`src/rtl/vga_pkg.sv`:
```
// Shared VGA constants and the arbiter FSM state encoding.
// Used by vga_mem_arbiter (optional VGA_ARB_STATS_EN stall counter) and vga_fetch_addr.
package vga_pkg;

    localparam int H_DISPLAY        = 640;
    localparam int V_DISPLAY        = 480;
    localparam int FRAME_PIXELS_DEF = H_DISPLAY * V_DISPLAY;

    typedef enum logic [1:0] {
        IDLE  = 2'd0,
        FETCH = 2'd1,
        WRITE = 2'd2
    } arb_state_e;

endpackage

```
`src/rtl/vga_fetch_addr.sv`:
```
// Display fetch pointer: loads 0 on frame_start, advances one pixel per fetch cycle,
// wraps from FRAME_PIXELS-1 back to 0.
module vga_fetch_addr
    import vga_pkg::*;
#(
    parameter int ADDR_W       = 19,
    parameter int FRAME_PIXELS = FRAME_PIXELS_DEF
) (
    input  logic              clk,
    input  logic              rst_n,
    input  logic              frame_start,
    input  logic              fetch_en,
    output logic [ADDR_W-1:0] fetch_addr
);

    localparam logic [ADDR_W-1:0] LAST_ADDR = ADDR_W'(FRAME_PIXELS - 1);

    logic [ADDR_W-1:0] ptr_q;
    logic [ADDR_W-1:0] ptr_d;

    // frame_start acts in its own cycle so a coincident fetch reads address 0.
    assign fetch_addr = frame_start ? '0 : ptr_q;

    always_comb begin
        ptr_d = fetch_addr;
        if (fetch_en) begin
            ptr_d = (fetch_addr == LAST_ADDR) ? '0 : fetch_addr + ADDR_W'(1);
        end
    end

    always_ff @(posedge clk or negedge rst_n) begin
        if (!rst_n) begin
            ptr_q <= '0;
        end else begin
            ptr_q <= ptr_d;
        end
    end

endmodule

```
`src/rtl/vga_mem_arbiter.sv`:
```
// Single-port pixel RAM arbiter: display fetch has absolute priority, writer uses blanking.
// Define VGA_ARB_STATS_EN to build the writer stall-cycle counter on stall_cnt.
module vga_mem_arbiter
    import vga_pkg::*;
#(
    parameter int ADDR_W       = 19,
    parameter int DATA_W       = 8,
    parameter int FRAME_PIXELS = FRAME_PIXELS_DEF
) (
    input  logic              clk,
    input  logic              rst_n,
    input  logic              frame_start,
    input  logic              disp_n,
    input  logic              wr_req,
    input  logic [ADDR_W-1:0] wr_addr,
    input  logic [DATA_W-1:0] wr_data,
    output logic              wr_ack,
    output logic [ADDR_W-1:0] mem_addr,
    output logic              mem_we,
    output logic [DATA_W-1:0] mem_wdata,
    input  logic [DATA_W-1:0] mem_rdata,
    output logic [DATA_W-1:0] pix_data,
    output logic              pix_valid,
    output logic [15:0]       stall_cnt
);

    localparam logic [ADDR_W:0] FRAME_LIMIT = (ADDR_W + 1)'(FRAME_PIXELS);

    // state_d is the state owning the RAM this cycle; state_q is its copy one
    // cycle late, which lines up with the RAM read return.
    arb_state_e        state_d;
    arb_state_e        state_q;
    logic [ADDR_W-1:0] fetch_addr;
    logic [DATA_W-1:0] pix_hold_q;
    logic              addr_in_range;

    assign addr_in_range = ({1'b0, wr_addr} < FRAME_LIMIT);

    always_comb begin
        state_d = IDLE;
        if (!disp_n) begin
            state_d = FETCH;
        end else if (wr_req) begin
            state_d = WRITE;
        end
    end

    vga_fetch_addr #(
        .ADDR_W       (ADDR_W),
        .FRAME_PIXELS (FRAME_PIXELS)
    ) u_fetch_addr (
        .clk         (clk),
        .rst_n       (rst_n),
        .frame_start (frame_start),
        .fetch_en    (state_d == FETCH),
        .fetch_addr  (fetch_addr)
    );

    // NOTE: RAM-side outputs are decoded from this cycle's inputs, so they are
    // gated by rst_n to drop to 0 the moment reset asserts, abandoning any WRITE.
    always_comb begin
        mem_addr  = '0;
        mem_we    = 1'b0;
        mem_wdata = '0;
        wr_ack    = 1'b0;
        if (rst_n) begin
            case (state_d)
                FETCH: mem_addr = fetch_addr;
                WRITE: begin
                    mem_addr  = wr_addr;
                    mem_we    = addr_in_range;
                    mem_wdata = wr_data;
                    wr_ack    = 1'b1;
                end
                default: ;
            endcase
        end
    end

    always_ff @(posedge clk or negedge rst_n) begin
        if (!rst_n) begin
            state_q    <= IDLE;
            pix_hold_q <= '0;
        end else begin
            state_q    <= state_d;
            pix_hold_q <= pix_data;
        end
    end

    assign pix_valid = (state_q == FETCH);
    assign pix_data  = pix_valid ? mem_rdata : pix_hold_q;

`ifdef VGA_ARB_STATS_EN
    logic [15:0] stall_q;
    logic [15:0] stall_d;

    always_comb begin
        stall_d = stall_q;
        if (frame_start) begin
            stall_d = '0;
        end else if (wr_req && !wr_ack && (stall_q != 16'hFFFF)) begin
            stall_d = stall_q + 16'd1;
        end
    end

    always_ff @(posedge clk or negedge rst_n) begin
        if (!rst_n) begin
            stall_q <= '0;
        end else begin
            stall_q <= stall_d;
        end
    end

    assign stall_cnt = stall_q;
`else
    assign stall_cnt = '0;
`endif

endmodule

```
`config.mk`:
```
export PLATFORM = sky130hd
export DESIGN_NAME = vga_mem_arbiter
export DESIGN_NICKNAME = d
export VERILOG_FILES = /design/src/rtl/vga_pkg.sv /design/src/rtl/vga_fetch_addr.sv /design/src/rtl/vga_mem_arbiter.sv
export SDC_FILE = /design/constraint.sdc
export NUM_CORES = 1
export LEC_CHECK = 0
export CAP_MARGIN = 20
export CELL_PAD_IN_SITES_DETAIL_PLACEMENT = 0
export CELL_PAD_IN_SITES_GLOBAL_PLACEMENT = 1
export CORE_AREA = 2 2 87 89
export CTS_BUF_LIST = sky130_fd_sc_hd__clkbuf_8
export DETAILED_ROUTE_END_ITERATION = 8
export DIE_AREA = 0 0 89 91
export GPL_TIMING_DRIVEN = 0
export PLACE_DENSITY_LB_ADDON = 0.1
export SYNTH_ARGS = -nofsm -noshare
export SYNTH_HDL_FRONTEND = slang
export SYNTH_HIERARCHICAL = 1
export SYNTH_SLANG_ARGS = --single-unit
```
`constraint.sdc`:
```
create_clock -name clk -period 2.14 [get_ports clk]
set_input_delay 0.642 -clock clk [delete_from_list [all_inputs] [get_ports clk]]
set_output_delay 0.642 -clock clk [all_outputs]
set_load 0.01 [all_outputs]
```
==> results of run 1 <==
## worst max-delay path, stage by stage
cell and delay, ns:
buf_8 0.10, and3_4 0.19, buf_8 0.13, buf_12 0.12, buf_8 0.12, a22o_1 0.17, buf_2 0.13
## routing by layer
layer	wire length (µm)	GRT usage
met3	336	0.0345
met1	2690	0.185
met2	2880	0.233
met5	0	0
met4	108	0.0498
## power by group through the flow
stage / registers (mW) / logic, mW / clock network [mW]
after floorplan: 0.594 / 0.152 / 0
after global placement: 0.596 / 0.331 / 0
after detailed placement: 0.597 / 0.332 / 0
after CTS: 0.587 / 0.388 / 0.527
after global routing: 0.590 / 0.453 / 0.544
final: 0.589 / 0.425 / 0.512
## what timing repair did
| action | 4_1_cts | 5_1_grt |
|---|---|---|
| gates cloned | 5 | 0 |
| resized for setup | 206 | 30 |
| setup buffers | 15 | 12 |
| setup endpoints to repair | 56 | 51 |
| pin swaps | 4 | 16 |
## metrics by stage
| stage | setup TNS [ns] | area, µm² | hold WS, ns | instances | power [mW] |
|---|---|---|---|---|---|
| after floorplan | -1.20 | 2000 | 0.346 | 203 | 0.746 |
| after global placement | -89.09 | 2890 | 0.465 | 379 | 0.926 |
| after detailed placement | -51.40 | 2890 | 0.473 | 379 | 0.929 |
| after CTS | -1.48 | 3210 | 0.253 | 407 | 1.50 |
| after global routing | -1.59 | 3390 | 0.261 | 415 | 1.59 |
| final | -0.624 | 3390 | 0.258 | 415 | 1.53 |
## worst max path at each step
stage                           start                      to  slack, ns  cells past startpoint
after CTS                       rst_n             mem_addr[9]      -0.14                      7
final                          disp_n             mem_addr[9]      -0.11                      7
after global placement          rst_n            mem_addr[16]      -2.10                      6
after detailed placement  frame_start  u_fetch_addr/ptr_q[13]      -1.29                      9
after floorplan           frame_start  u_fetch_addr/ptr_q[18]      -0.15                      8
after global routing           disp_n             mem_addr[9]      -0.14                      7
## sequential cells by signal, summed over array words and instances (netlist names)
register / flops
pix_hold_q: 8
state_q: 2
u_fetch_addr/ptr_q: 19
## cells in the final DEF, fill, tap and decap left out, drive strengths merged, types with 4 or more instances in the layout
master          n
nand2           7
nor3            5
conb           16
dfrtp          29
clkdlybuf4s50  28
o21ai           4
dlygate4sd2     6
nor2            6
nor2b          20
a22o           19
a21oi           4
xnor2           6
and2           10
xor2            7
clkbuf         11
nand3           5
mux2            8
buf            87
## cells by family (layout without fill, tap and decap cells)
group                      count (synthesis)  count (layout)  share of synthesized area
adders and majority gates                  1               1                    0.00664
xor gates and xnor gates                  13              13                     0.0605
and+or+nand+nor                           76              76                      0.252
buffers and inverters                     28             141                      0.111
AOI/OAI and AO/OA                         31              31                      0.130
other                                      1              16                    0.00199
DFF                                       29              29                      0.385
muxes                                      9               9                     0.0532
## cell usage after synthesis (all sizes together), types with 2 or more instances
library cell,count
dfrtp,29
buf,23
nor2b,20
a22o,19
and2,10
mux2,8
nand2,7
xor2,7
nor2,6
xnor2,6
nand3,5
nor3,5
a21oi,4
o21ai,4
and3,3
inv,3
nand4,3
nand4b,3
or3,3
or4,3
and4b,2
clkbuf,2
nand3b,2
nor4,2
o31ai,2
## cell type report
type,instances,area share
inverter,3,0.00443
multi-input combinational,146,0.336
sequential,29,0.214
timing repair buffer,107,0.309
tap,99,0.0365
clock inverter,1,0.00148
clock buffer,7,0.0284
buffer,23,0.0701
==> impl_metrics.py, run 1 <==
metrics = {
    "die": {
        "io_pins": 94,
        "die_h_um": 91,
        "die_width_um": 89,
        "row_count": 31,
        "die_area_um2": 8100,
        "initial_utilization": 0.264,
        "core_um2": 7140,
    },
    "critical_path": {
        "required_ns": 1.50,
        "critPathKind": "primary input to output pin",
        "arrival_ns": 1.61,
        "worstRegToRegCells": 5,
        "critPathCaptureType": "output pin",
        "rr_endpoint": "u_fetch_addr/ptr_q[15]",
        "cp-start-kind": "primary input",
        "path_max_fanout": 5,
        "timing.rr.start": "u_fetch_addr/ptr_q[3]",
        "r2r_slack_ns": 0.22,
    },
    "clock_network": {
        "cts_tree": "yes",
        "cts.path.max_buffers": 2,
        "cts_hold_buf": 0,
        "root_buffer": "clkbuf_8",
        "cts_made_buffers": 5,
        "clock_sinks": 29,
        "insertion_delay_ns": 0.28,
        "htree_levels": 2,
        "clkTransAtPathRegs_ns": 0.06,
    },
    "placed_design": {
        "place.port_buffers": 77,
        "place.gp.congestion": 0.721,
        "dpl.hpwl_mm": 4.02,
        "pre_cts_slack_ns": -1.29,
    },
    "final_layout": {
        "drive_above_1_share": 0.440,
        "register_area_um2": 726,
        "multi_input_area_um2": 1140,
        "n_antenna_cell": 0,
        "final_util": 0.475,
        "fillers": 706,
        "syn_to_final_growth_pct": 80.1,
        "nets": 356,
    },
    "grt": {
        "track_usage": 0.144,
        "grt_max_degree": 16,
        "grt_pass1_wl_mm": 9.00,
        "antenna_found_initial": 0,
        "grt_pass1_vias": 1804,
        "overflow": 0,
    },
    "power": {
        "p_sw_frac": 0.255,
        "p_int_mw": 1.14,
        "ir_drop_mv": 0.261,
        "p_leak_nw": 1.67,
        "p_comb_frac": 0.278,
        "p_clk_frac": 0.336,
        "p_switching_mw": 0.389,
        "power.density_nw_per_um2": 450,
        "p_seq_frac": 0.386,
    },
    "sta": {
        "hold_viol": 0,
        "max_freq_mhz": 444,
        "setup_viol": 10,
        "fin_skew_ns": 0.00443,
        "slew_violations": 0,
        "finalCritPeriodShare": 1.05,
        "min_period_ns": 2.25,
        "timing.final.ws_setup_ns": -0.114,
        "rsz0062_at_grt": "true",
    },
    "route": {
        "vias_per_cell": 4.42,
        "drc_errors": 0,
        "ant_nets": 0,
        "wl_per_cell_um": 14.5,
        "vias": 1834,
        "dr.pass1.iters": 4,
        "wirelength_mm": 6.02,
        "drtIter0Drc": 44,
    },
    "min_path": {
        "hold_path_class": "primary input to asynchronous set/reset pin",
    },
    "synth": {
        "postSynthAreaPerCell_um2": 10.0,
        "synth.largest_area_cell": "dfrtp_1",
        "synth_area_leaders": "dfrtp_1 39%, a22o_1 8.8%, nor2b_1 6.6%",
        "netlist_instances": 188,
        "synth_seq_cells": 29,
        "synth_top_cell_area_share": 0.385,
        "synth_warnings": 6,
        "synth-seq-area-share": 0.385,
        "netlist_area_um2": 1880,
        "ys.flop_type": "dfrtp_1",
        "async_reset_ff_frac": 1.00,
        "ys_types": 42,
        "synth-edff-count": 0,
    },
    "status": {
        "status": "complete, but fails checks",
        "failed_checks": "setup timing",
    },
    "run": {
        "cap_violations": 0,
    },
}
(Power assumes the default switching activity.)
==> inputs of run 2 (changes only) <==
--- a/config.mk
+++ b/config.mk
@@ -13,7 +13,9 @@
 export DETAILED_ROUTE_END_ITERATION = 8
 export DIE_AREA = 0 0 89 91
 export GPL_TIMING_DRIVEN = 0
+export HOLD_SLACK_MARGIN = 0.15
 export PLACE_DENSITY_LB_ADDON = 0.1
+export SKIP_LAST_GASP = 1
 export SYNTH_ARGS = -nofsm -noshare
 export SYNTH_HDL_FRONTEND = slang
 export SYNTH_HIERARCHICAL = 1
==> impl_metrics.py, run 2 (same netlist as run 1, synthesis figures left out) <==
metrics = {
    "status": {
        "status": "complete, but fails checks",
        "failed_checks": "setup timing",
    },
    "grt": {
        "track_usage": 0.143,
        "overflow": 0,
        "antenna_found_initial": 0,
        "grt_pass1_vias": 1789,
        "grt_max_degree": 16,
        "grt_pass1_wl_mm": 8.96,
    },
    "power": {
        "p_seq_frac": 0.385,
        "p_int_mw": 1.14,
        "p_clk_frac": 0.335,
        "p_sw_frac": 0.255,
        "finalPower_mw": 1.53,
        "p_leak_nw": 1.66,
        "p_comb_frac": 0.280,
        "p_switching_mw": 0.389,
        "ir_drop_mv": 0.260,
        "power.density_nw_per_um2": 450,
    },
    "die": {
        "io_pins": 94,
        "initial_utilization": 0.264,
        "die_width_um": 89,
        "die_h_um": 91,
        "core_um2": 7140,
        "row_count": 31,
        "die_area_um2": 8100,
    },
    "critical_path": {
        "arrival_ns": 1.61,
        "critPathCaptureType": "output pin",
        "cp-start-kind": "primary input",
        "critPathKind": "primary input to output pin",
        "path_max_fanout": 5,
        "required_ns": 1.50,
    },
    "min_path": {
        "hold_path_class": "primary input to asynchronous set/reset pin",
    },
    "clock_network": {
        "insertion_delay_ns": 0.28,
        "cts_tree": "yes",
        "cts.path.max_buffers": 2,
        "htree_levels": 2,
        "cts_hold_buf": 0,
        "root_buffer": "clkbuf_8",
        "cts_made_buffers": 5,
        "clkTransAtPathRegs_ns": 0.06,
        "clock_sinks": 29,
    },
    "final_layout": {
        "drive_above_1_share": 0.440,
        "final_util": 0.476,
        "regMostFlops": "u_fetch_addr/ptr_q",
        "largest_reg_flops": 19,
        "mostFrequentLayoutCells": "32 x buf_4, 29 x clkdlybuf4s50_1, 29 x dfrtp_1",
        "nets": 358,
        "fillers": 716,
        "n_antenna_cell": 0,
        "top_regs": "u_fetch_addr/ptr_q: 19 flops, pix_hold_q: 8 flops, state_q: 2 flops",
        "syn_to_final_growth_pct": 80.3,
        "mostFrequentLayoutCell": "buf_4",
    },
    "sta": {
        "max_freq_mhz": 444,
        "min_period_ns": 2.25,
        "rsz0062_at_grt": "true",
        "fin_skew_ns": 0.00422,
        "finalCritPeriodShare": 1.05,
        "hold_viol": 0,
        "slew_violations": 0,
        "timing.final.ws_setup_ns": -0.113,
        "setup_viol": 15,
    },
    "route": {
        "wirelength_mm": 6.04,
        "vias_per_cell": 4.37,
        "drc_errors": 0,
        "wl_per_cell_um": 14.5,
        "dr.pass1.iters": 4,
        "ant_nets": 0,
        "drtIter0Drc": 41,
        "vias": 1821,
    },
    "placed_design": {
        "place.port_buffers": 77,
        "place.gp.congestion": 0.721,
        "pre_cts_slack_ns": -1.29,
        "dpl.hpwl_mm": 4.02,
    },
    "run": {
        "cap_violations": 0,
    },
}
## run 2: worst paths after layout
check	startpoint	endpoint	slack [ns]	cells after the start
setup / recovery	disp_n	mem_addr[9]	-0.11	7
hold reg to reg	pix_hold_q[4]	pix_hold_q[4]	0.50	1
max in group asynchronous	rst_n	u_fetch_addr/ptr_q[0]	1.72	1
hold / removal	rst_n	u_fetch_addr/ptr_q[4]	0.26	2
setup reg to reg	u_fetch_addr/ptr_q[3]	u_fetch_addr/ptr_q[15]	0.22	5
min in group clk	pix_hold_q[4]	pix_hold_q[4]	0.50	1
## run 2: worst max-delay path, stage by stage
cell and delay [ns]:
buf_8 0.10, and3_4 0.19, buf_8 0.13, buf_12 0.12, buf_8 0.12, a22o_1 0.17, buf_2 0.13
## run 2: power by group through the flow
stage | Sequential [mW] | Combinational [mW] | Clock [mW]
floorplan | 0.594 | 0.152 | 0
global placement | 0.596 | 0.331 | 0
detailed placement | 0.597 | 0.332 | 0
CTS | 0.587 | 0.365 | 0.527
global route | 0.590 | 0.456 | 0.544
finish | 0.589 | 0.427 | 0.512
## run 2: metal layers
| layer | track usage | wire [µm] | up-vias |
|---|---|---|---|
| met5 | 0 | 0 | - |
| met4 | 0.0460 | 88 | 0 |
| met3 | 0.0327 | 295 | 9 |
| met2 | 0.233 | 2910 | 56 |
| met1 | 0.186 | 2750 | 858 |
| li1 | - | - | 898 |
## run 2: what timing repair did
| action | 4_1_cts | 5_1_grt |
|---|---|---|
| pin swaps | 4 | 16 |
| endpoints found under the hold margin | 0 | 0 |
| resized for setup | 196 | 37 |
| gates cloned | 5 | 0 |
| setup buffers | 15 | 14 |
| setup endpoints to repair | 56 | 51 |
## run 2: through the flow
step	setup TNS (ns)	hold WS, ns	instances	cell area, µm²
2_1_floorplan	-1.20	0.346	203	2000
3_5_place_dp	-51.40	0.473	379	2890
6_report	-0.723	0.258	417	3400
3_3_place_gp	-89.09	0.465	379	2890
4_1_cts	-1.59	0.253	407	3160
5_1_grt	-1.74	0.260	417	3400
## run 2: final cells by class
class	count	area (µm²)	share of cell area
clock buffers	7	96.3	0.0284
multi-input cells	146	1130	0.333
inverters	3	15.0	0.00442
plain buffers	23	238	0.0700
clock inverters	1	5.00	0.00147
repair buffers	109	1060	0.312
flip-flops and latches	29	726	0.214
well taps	99	124	0.0365
